## src/rtl/riscv_pkg.sv

```systemverilog
// Shared RISC-V control-flow decode definitions: opcodes, branch condition
// codes and the control-flow class used by the branch resolve pipeline.
package riscv_pkg;

    localparam logic [6:0] OPC_BRANCH = 7'b1100011;
    localparam logic [6:0] OPC_JAL    = 7'b1101111;
    localparam logic [6:0] OPC_JALR   = 7'b1100111;

    typedef enum logic [2:0] {
        BC_BEQ  = 3'd0,
        BC_BNE  = 3'd1,
        BC_BLT  = 3'd4,
        BC_BGE  = 3'd5,
        BC_BLTU = 3'd6,
        BC_BGEU = 3'd7
    } branch_control_e;

    typedef enum logic [1:0] {
        CF_NONE   = 2'd0,
        CF_BRANCH = 2'd1,
        CF_JAL    = 2'd2,
        CF_JALR   = 2'd3
    } cf_class_e;

    function automatic cf_class_e decode_class(input logic [6:0] opcode);
        cf_class_e cls;
        case (opcode)
            OPC_BRANCH: cls = CF_BRANCH;
            OPC_JAL:    cls = CF_JAL;
            OPC_JALR:   cls = CF_JALR;
            default:    cls = CF_NONE;
        endcase
        return cls;
    endfunction

endpackage

```

## src/rtl/branch_compare.sv

```systemverilog
// Combinational branch condition evaluation at full operand width.
// funct3 codes 2 and 3 have no branch meaning and are flagged illegal.
module branch_compare
    import riscv_pkg::*;
#(
    parameter int XLEN = 32
) (
    input  logic [XLEN-1:0] rs1_val,
    input  logic [XLEN-1:0] rs2_val,
    input  logic [2:0]      funct3,
    output logic            taken,
    output logic            illegal
);

    always_comb begin
        taken   = 1'b0;
        illegal = 1'b0;
        case (funct3)
            BC_BEQ:  taken = (rs1_val == rs2_val);
            BC_BNE:  taken = (rs1_val != rs2_val);
            BC_BLT:  taken = ($signed(rs1_val) <  $signed(rs2_val));
            BC_BGE:  taken = ($signed(rs1_val) >= $signed(rs2_val));
            BC_BLTU: taken = (rs1_val <  rs2_val);
            BC_BGEU: taken = (rs1_val >= rs2_val);
            default: illegal = 1'b1;
        endcase
    end

endmodule

```

## src/rtl/branch_resolve_unit.sv

```systemverilog
// Two-stage branch/jump resolver: S1 holds decoded operands, S2 holds the
// resolved direction, target and link. The whole pipe stalls as one unit.
module branch_resolve_unit
    import riscv_pkg::*;
#(
    parameter int XLEN  = 32,
    parameter int CNT_W = 16
) (
    input  logic             clk,
    input  logic             rst,
    input  logic             in_valid,
    output logic             in_ready,
    input  logic [31:0]      in_instr,
    input  logic [XLEN-1:0]  in_pc,
    input  logic [XLEN-1:0]  in_rs1_val,
    input  logic [XLEN-1:0]  in_rs2_val,
    input  logic             in_pred_taken,
    output logic             out_valid,
    input  logic             out_ready,
    output logic             out_is_cf,
    output logic             out_taken,
    output logic [XLEN-1:0]  out_target,
    output logic [XLEN-1:0]  out_link,
    output logic             out_mispredict,
    output logic             out_illegal,
    output logic [CNT_W-1:0] taken_count
);

    logic advance;

    logic [6:0]      dec_opcode;
    logic [2:0]      dec_funct3;
    cf_class_e       dec_class;
    logic [12:0]     imm_b;
    logic [20:0]     imm_j;
    logic [11:0]     imm_i;
    logic [XLEN-1:0] dec_imm;

    logic            s1_valid_q, s1_valid_d;
    cf_class_e       s1_class_q, s1_class_d;
    logic [2:0]      s1_funct3_q, s1_funct3_d;
    logic [XLEN-1:0] s1_rs1_q, s1_rs1_d;
    logic [XLEN-1:0] s1_rs2_q, s1_rs2_d;
    logic [XLEN-1:0] s1_imm_q, s1_imm_d;
    logic [XLEN-1:0] s1_pc_q, s1_pc_d;
    logic            s1_pred_q, s1_pred_d;

    logic            cmp_taken;
    logic            cmp_illegal;
    logic            res_is_cf;
    logic            res_taken;
    logic            res_illegal;
    logic            res_mispredict;
    logic [XLEN-1:0] res_target;
    logic [XLEN-1:0] res_link;

    logic            s2_valid_q, s2_valid_d;
    logic            s2_is_cf_q, s2_is_cf_d;
    logic            s2_taken_q, s2_taken_d;
    logic            s2_illegal_q, s2_illegal_d;
    logic            s2_mispredict_q, s2_mispredict_d;
    logic [XLEN-1:0] s2_target_q, s2_target_d;
    logic [XLEN-1:0] s2_link_q, s2_link_d;

    logic [CNT_W-1:0] taken_cnt_q, taken_cnt_d;

    // A result sitting in S2 that downstream refuses blocks both stages.
    assign advance  = !(s2_valid_q && !out_ready);
    assign in_ready = advance;

    always_comb begin
        dec_opcode = in_instr[6:0];
        dec_funct3 = in_instr[14:12];
        dec_class  = decode_class(dec_opcode);
        imm_b      = {in_instr[31], in_instr[7], in_instr[30:25], in_instr[11:8], 1'b0};
        imm_j      = {in_instr[31], in_instr[19:12], in_instr[20], in_instr[30:21], 1'b0};
        imm_i      = in_instr[31:20];
        case (dec_class)
            CF_BRANCH: dec_imm = {{(XLEN-13){imm_b[12]}}, imm_b};
            CF_JAL:    dec_imm = {{(XLEN-21){imm_j[20]}}, imm_j};
            CF_JALR:   dec_imm = {{(XLEN-12){imm_i[11]}}, imm_i};
            default:   dec_imm = '0;
        endcase
    end

    always_comb begin
        s1_valid_d  = s1_valid_q;
        s1_class_d  = s1_class_q;
        s1_funct3_d = s1_funct3_q;
        s1_rs1_d    = s1_rs1_q;
        s1_rs2_d    = s1_rs2_q;
        s1_imm_d    = s1_imm_q;
        s1_pc_d     = s1_pc_q;
        s1_pred_d   = s1_pred_q;
        if (advance) begin
            s1_valid_d = in_valid;
            if (in_valid) begin
                s1_class_d  = dec_class;
                s1_funct3_d = dec_funct3;
                s1_rs1_d    = in_rs1_val;
                s1_rs2_d    = in_rs2_val;
                s1_imm_d    = dec_imm;
                s1_pc_d     = in_pc;
                s1_pred_d   = in_pred_taken;
            end
        end
    end

    branch_compare #(
        .XLEN (XLEN)
    ) u_branch_compare (
        .rs1_val (s1_rs1_q),
        .rs2_val (s1_rs2_q),
        .funct3  (s1_funct3_q),
        .taken   (cmp_taken),
        .illegal (cmp_illegal)
    );

    always_comb begin
        res_is_cf   = 1'b0;
        res_taken   = 1'b0;
        res_illegal = 1'b0;
        res_target  = '0;
        res_link    = s1_pc_q + XLEN'(4);
        case (s1_class_q)
            CF_BRANCH: begin
                res_is_cf   = 1'b1;
                res_taken   = cmp_taken;
                res_illegal = cmp_illegal;
                res_target  = s1_pc_q + s1_imm_q;
            end
            CF_JAL: begin
                res_is_cf  = 1'b1;
                res_taken  = 1'b1;
                res_target = s1_pc_q + s1_imm_q;
            end
            CF_JALR: begin
                res_is_cf  = 1'b1;
                res_taken  = 1'b1;
                res_target = (s1_rs1_q + s1_imm_q) & ~XLEN'(1);
            end
            default: ;
        endcase
        // An illegal branch never counts as a misprediction.
        res_mispredict = res_is_cf && !res_illegal && (res_taken != s1_pred_q);
    end

    always_comb begin
        s2_valid_d      = s2_valid_q;
        s2_is_cf_d      = s2_is_cf_q;
        s2_taken_d      = s2_taken_q;
        s2_illegal_d    = s2_illegal_q;
        s2_mispredict_d = s2_mispredict_q;
        s2_target_d     = s2_target_q;
        s2_link_d       = s2_link_q;
        if (advance) begin
            s2_valid_d = s1_valid_q;
            if (s1_valid_q) begin
                s2_is_cf_d      = res_is_cf;
                s2_taken_d      = res_taken;
                s2_illegal_d    = res_illegal;
                s2_mispredict_d = res_mispredict;
                s2_target_d     = res_target;
                s2_link_d       = res_link;
            end
        end
    end

    always_comb begin
        taken_cnt_d = taken_cnt_q;
        if (s2_valid_q && out_ready && s2_taken_q && (taken_cnt_q != '1)) begin
            taken_cnt_d = taken_cnt_q + CNT_W'(1);
        end
    end

    always_ff @(posedge clk) begin
        if (rst) begin
            s1_valid_q      <= 1'b0;
            s1_class_q      <= CF_NONE;
            s1_funct3_q     <= '0;
            s1_rs1_q        <= '0;
            s1_rs2_q        <= '0;
            s1_imm_q        <= '0;
            s1_pc_q         <= '0;
            s1_pred_q       <= 1'b0;
            s2_valid_q      <= 1'b0;
            s2_is_cf_q      <= 1'b0;
            s2_taken_q      <= 1'b0;
            s2_illegal_q    <= 1'b0;
            s2_mispredict_q <= 1'b0;
            s2_target_q     <= '0;
            s2_link_q       <= '0;
            taken_cnt_q     <= '0;
        end else begin
            s1_valid_q      <= s1_valid_d;
            s1_class_q      <= s1_class_d;
            s1_funct3_q     <= s1_funct3_d;
            s1_rs1_q        <= s1_rs1_d;
            s1_rs2_q        <= s1_rs2_d;
            s1_imm_q        <= s1_imm_d;
            s1_pc_q         <= s1_pc_d;
            s1_pred_q       <= s1_pred_d;
            s2_valid_q      <= s2_valid_d;
            s2_is_cf_q      <= s2_is_cf_d;
            s2_taken_q      <= s2_taken_d;
            s2_illegal_q    <= s2_illegal_d;
            s2_mispredict_q <= s2_mispredict_d;
            s2_target_q     <= s2_target_d;
            s2_link_q       <= s2_link_d;
            taken_cnt_q     <= taken_cnt_d;
        end
    end

    assign out_valid      = s2_valid_q;
    assign out_is_cf      = s2_is_cf_q;
    assign out_taken      = s2_taken_q;
    assign out_illegal    = s2_illegal_q;
    assign out_mispredict = s2_mispredict_q;
    assign out_target     = s2_target_q;
    assign out_link       = s2_link_q;
    assign taken_count    = taken_cnt_q;

endmodule

```

## config.mk

```make
export PLATFORM = sky130hd
export DESIGN_NAME = branch_resolve_unit
export DESIGN_NICKNAME = d
export VERILOG_FILES = /design/src/rtl/riscv_pkg.sv /design/src/rtl/branch_compare.sv /design/src/rtl/branch_resolve_unit.sv
export SDC_FILE = /design/constraint.sdc
export NUM_CORES = 1
export LEC_CHECK = 0
export CORE_ASPECT_RATIO = 0.9
export CORE_UTILIZATION = 40
export CTS_BUF_LIST = sky130_fd_sc_hd__clkbuf_8
export DETAILED_ROUTE_END_ITERATION = 10
export DONT_BUFFER_PORTS = 1
export PLACE_DENSITY_LB_ADDON = 0.1
export SYNTH_ARGS = -nofsm -noshare
export SYNTH_HDL_FRONTEND = slang
export SYNTH_SLANG_ARGS = --single-unit
```

## constraint.sdc

```tcl
create_clock -name clk -period 4 [get_ports clk]
set_clock_uncertainty 0.15 [all_clocks]
set_input_delay 0.6 -clock clk [delete_from_list [all_inputs] [get_ports clk]]
set_output_delay 0.6 -clock clk [all_outputs]
set_load 0.1 [all_outputs]
```

==> results.tsv <==
stage	metric	value	unit
sta	final hold violation count	0	
logic_synthesis	Post-synth top flop	dfxtp_1	
place	port bufs	0	
routing	remaining antenna violation count	0	
logic_synthesis	Avg Inst Size Synth	7.872	sq um
cells_and_area	post-route design area	13480	sq um
clocking	clk slew on worst S/H paths	0.06	ns
worst_setup_path	Reg2Reg Capture Point	out_target[29]	
cells_and_area	share of cells above drive strength 1	7.462	%
routing	via count	10821	
floorplan	die span in x	185.7	microns
routing	DRC	0	
logic_synthesis	top-count cell post-synth	nand2_1	
grt	global-route wire length before repair	57390	microns
logic_synthesis	cell count after synthesis	1544	
logic_synthesis	largest family of logic cells by synthesized area	compound AO/OA/AOI/OAI gates	
place	DP Area	12620	sq um
pwr	Sw Ratio	29.91	%
logic_synthesis	syn nets	1779	
logic_synthesis	number of synthesized flops with an enable pin	0	
grt	vias in the first global route	10454	
floorplan	Top Ports	219	
pwr	Lkg Pwr	5.577	nW
logic_synthesis	multiplexer share of the synthesized area	0.5044	%
logic_synthesis	async set or reset register ratio after synthesis	0	%
routing	routed length per placed instance	18.97	microns
pwr	peak supply drop	0.2183	mV
logic_synthesis	Synth Warn #	0	
worst_setup_path	worst r2r src	s1_pc_q[6]	
worst_setup_path	crit end category	register	
pwr	cell-internal power	3.477	mW
worst_setup_path	critical path class	register to register	
cells_and_area	nets@finish	1784	
floorplan	Initial Utilization	40.68	%
sta	Max Slew Vio Count	0	
logic_synthesis	Synth top area share	34.42	%
sta	crit share post-route	79.07	%
floorplan	Die Y	167.4	microns
pwr	Seq pwr share	48.6	%
worst_setup_path	Crit. Startpoint	s1_pc_q[6]	
logic_synthesis	Seq/Total Area, Yosys	34.42	%
cells_and_area	Area growth, synth to finish	10.89	%
logic_synthesis	FF+latch count, synth	209	
pwr	Clock Power Share	40.6	%
logic_synthesis	Post-Syn Area	12150	sq um
sta	TNS Setup	0	ns
sta	Tmin final	3.163	ns
clocking	H-tree levels	2	
routing	Initial DRT Pass Iterations	8	
clocking	CTS Buf Count	38	
worst_setup_path	R2R setup slack	0.84	ns
run_status	status	finished clean	
floorplan	# rows	60	
clocking	clock sinks	209	
place	Placer Congestion	0.9101	
routing	first-iteration detailed-routing DRC count	562	
worst_setup_path	worst-path maximum fanout	6	
worst_setup_path	Required @ worst endpoint	4.28	ns
hold_path	min-delay worst type	input port to register	
sta	Slew HR	22.68	%
pwr	pwr dens	368.1	nW/um^2
logic_synthesis	most frequent cells after synthesis	nand2_1, dfxtp_1, a21oi_1, nor2_1, ha_1	
worst_setup_path	Register-to-Register Path Depth	9	
worst_setup_path	Arrival @ worst endpoint	3.44	ns
logic_synthesis	Adder-Cell Fraction of Synth Area	10.62	%
worst_setup_path	Worst Setup Start Kind	register	
floorplan	total die area	31090	sq um
logic_synthesis	Post-Synth Simple-Gate Area	21.00	%
grt	gr usage total	23.81	%
logic_synthesis	Synth Area in XOR/XNOR	6.269	%
grt	initial antenna violation count	1	
grt	Remaining Overflow, GRT	0	
sta	Worst-Margin Slew	1.158	ns
place	hpwl dp	27600	microns
clocking	Clk Latency, worst-skew pair	0.55	ns
job	max-cap violation count	0	
logic_synthesis	Synth area leaders	dfxtp_1, ha_1, nand2_1, a21oi_1, nor2_1	
pwr	Psw	1.484	mW
sta	setup violators final	0	
pwr	Comb pwr share	10.7	%
sta	RSZ-0062 raised after global routing	no	
floorplan	Core Area	29880	sq um
clocking	worst-case clock buffer depth	3	
logic_synthesis	post-synth top area cell	dfxtp_1	
sta	Max Freq	316.2	MHz
routing	post-DR vias/cell	5.487	
clocking	CTS Root Cell	clkbuf_8	
routing	Routed Wire Length	37410	microns
clocking	CTS tree	yes	
logic_synthesis	complex-gate fraction of the synthesized area	23.16	%
grt	largest net degree at the start of global routing	85	
worst_setup_path	crit path to	out_target[29]	
logic_synthesis	count of cell types in the netlist	69	
-- metrics by stage --
step / instances / hold slack [ns] / power, mW / worst slack (ns) / util [%]
6_report: 1972 / 0.03144 / 4.961 / 0.8372 / 45.11
5_1_grt: 1971 / 0.01167 / 5.204 / 0.5614 / 45.10
4_1_cts: 1971 / 0.0001611 / 5.038 / 0.8696 / 45.10
3_5_place_dp: 1904 / 0.2969 / 2.947 / 0.8823 / 42.24
3_3_place_gp: 1904 / 0.2935 / 2.940 / 0.9059 / 42.24
2_1_floorplan: 1544 / 0.2863 / 2.827 / 0.3066 / -
-- registers in the layout (all words and copies together), names as in the netlist --
register / count
out_link: 32
out_target: 32
s1_pc_q: 32
s1_rs1_q: 32
s1_rs2_q: 32
s1_imm_q: 21
taken_count: 16
s1_funct3_q: 3
s1_class_q: 2
out_illegal: 1
out_is_cf: 1
out_mispredict: 1
out_taken: 1
out_valid: 1
s1_pred_q: 1
s1_valid_q: 1
-- layout by cell type (no fill, tap or decap), drive strengths merged, types with 25 or more instances in the layout --
cell type,Yosys,routed
xnor2,48,48
a22oi,33,33
dfxtp,209,209
a21o,36,36
buf,3,33
a21oi,190,190
nor2,133,133
nor3,25,25
inv,57,63
nand2,286,286
xor2,39,39
clkbuf,70,47
nand3,40,40
o21ai,43,43
ha,100,100
a211oi,36,36
-- per-layer routing --
metal  GRT usage (%)  wire length (microns)  up-vias  part of all wire [%]
met5               0                      0        -                     0
met4           7.769                    977        0                   2.6
met3           6.525                   2553       68                   6.8
met2           40.82                  17830      265                    48
met1           28.47                  16050     5027                    43
li1                -                      -     5461                     -
-- worst min path at each step --
stage | cells past startpoint | slack, ns | startpoint | endpoint
after detailed placement | 2 | 0.30 | s1_rs2_q[14] | s1_rs2_q[14]
after CTS | 2 | 0.0002 | in_pc[29] | s1_pc_q[29]
after floorplan | 2 | 0.29 | s1_rs2_q[10] | s1_rs2_q[10]
after global placement | 2 | 0.29 | s1_rs2_q[31] | s1_rs2_q[31]
after global routing | 2 | 0.01 | in_pc[29] | s1_pc_q[29]
final | 2 | 0.03 | in_instr[12] | s1_funct3_q[0]
-- critical path, stage by stage, from the launching register on --
cell and delay (ns):
dfxtp_1 0.36, ha_1 0.35, nand2_1 0.08, o21ai_0 0.21
o211ai_1 0.18, a21oi_1 0.63, a32oi_2 0.21, a311oi_2 0.44
xor2_1 0.12, a221o_1 0.32
-- area by class of cell --
| cell class | count | area, sq um |
|---|---|---|
| well taps | 403 | 504.2 |
| clock inverters | 12 | 82.58 |
| clock buffers | 47 | 646.9 |
| diodes | 1 | 2.502 |
| multi-input cells | 1205 | 7493 |
| repair buffers | 38 | 350.3 |
| flip-flops and latches | 209 | 4184 |
| inverters | 57 | 214.0 |
| fillers | 3142 | 16400 |
-- power groups by stage --
stage	combinational [mW]	sequential (mW)	clock, mW
after floorplan	0.399	2.43	0
after global placement	0.483	2.46	0
after detailed placement	0.488	2.46	0
after CTS	0.537	2.41	2.09
after global routing	0.603	2.42	2.18
final	0.533	2.41	2.02
-- what timing repair did --
action	in CTS	in global routing
hold buffers	8	0
hold endpoints to repair	84	0
buffers inserted	0	0
resized for setup	0	0
endpoints found under the setup margin	0	0
-- kinds of logic after synthesis --
family	count (synthesis)
adder cells (fa/ha/maj)	102
multiplexers	6
XOR/XNOR	87
flip-flops	209
AND/OR/NAND/NOR	580
buffers and inverters	130
AO/OA/AOI/OAI	430
(Power assumes the default switching activity.)
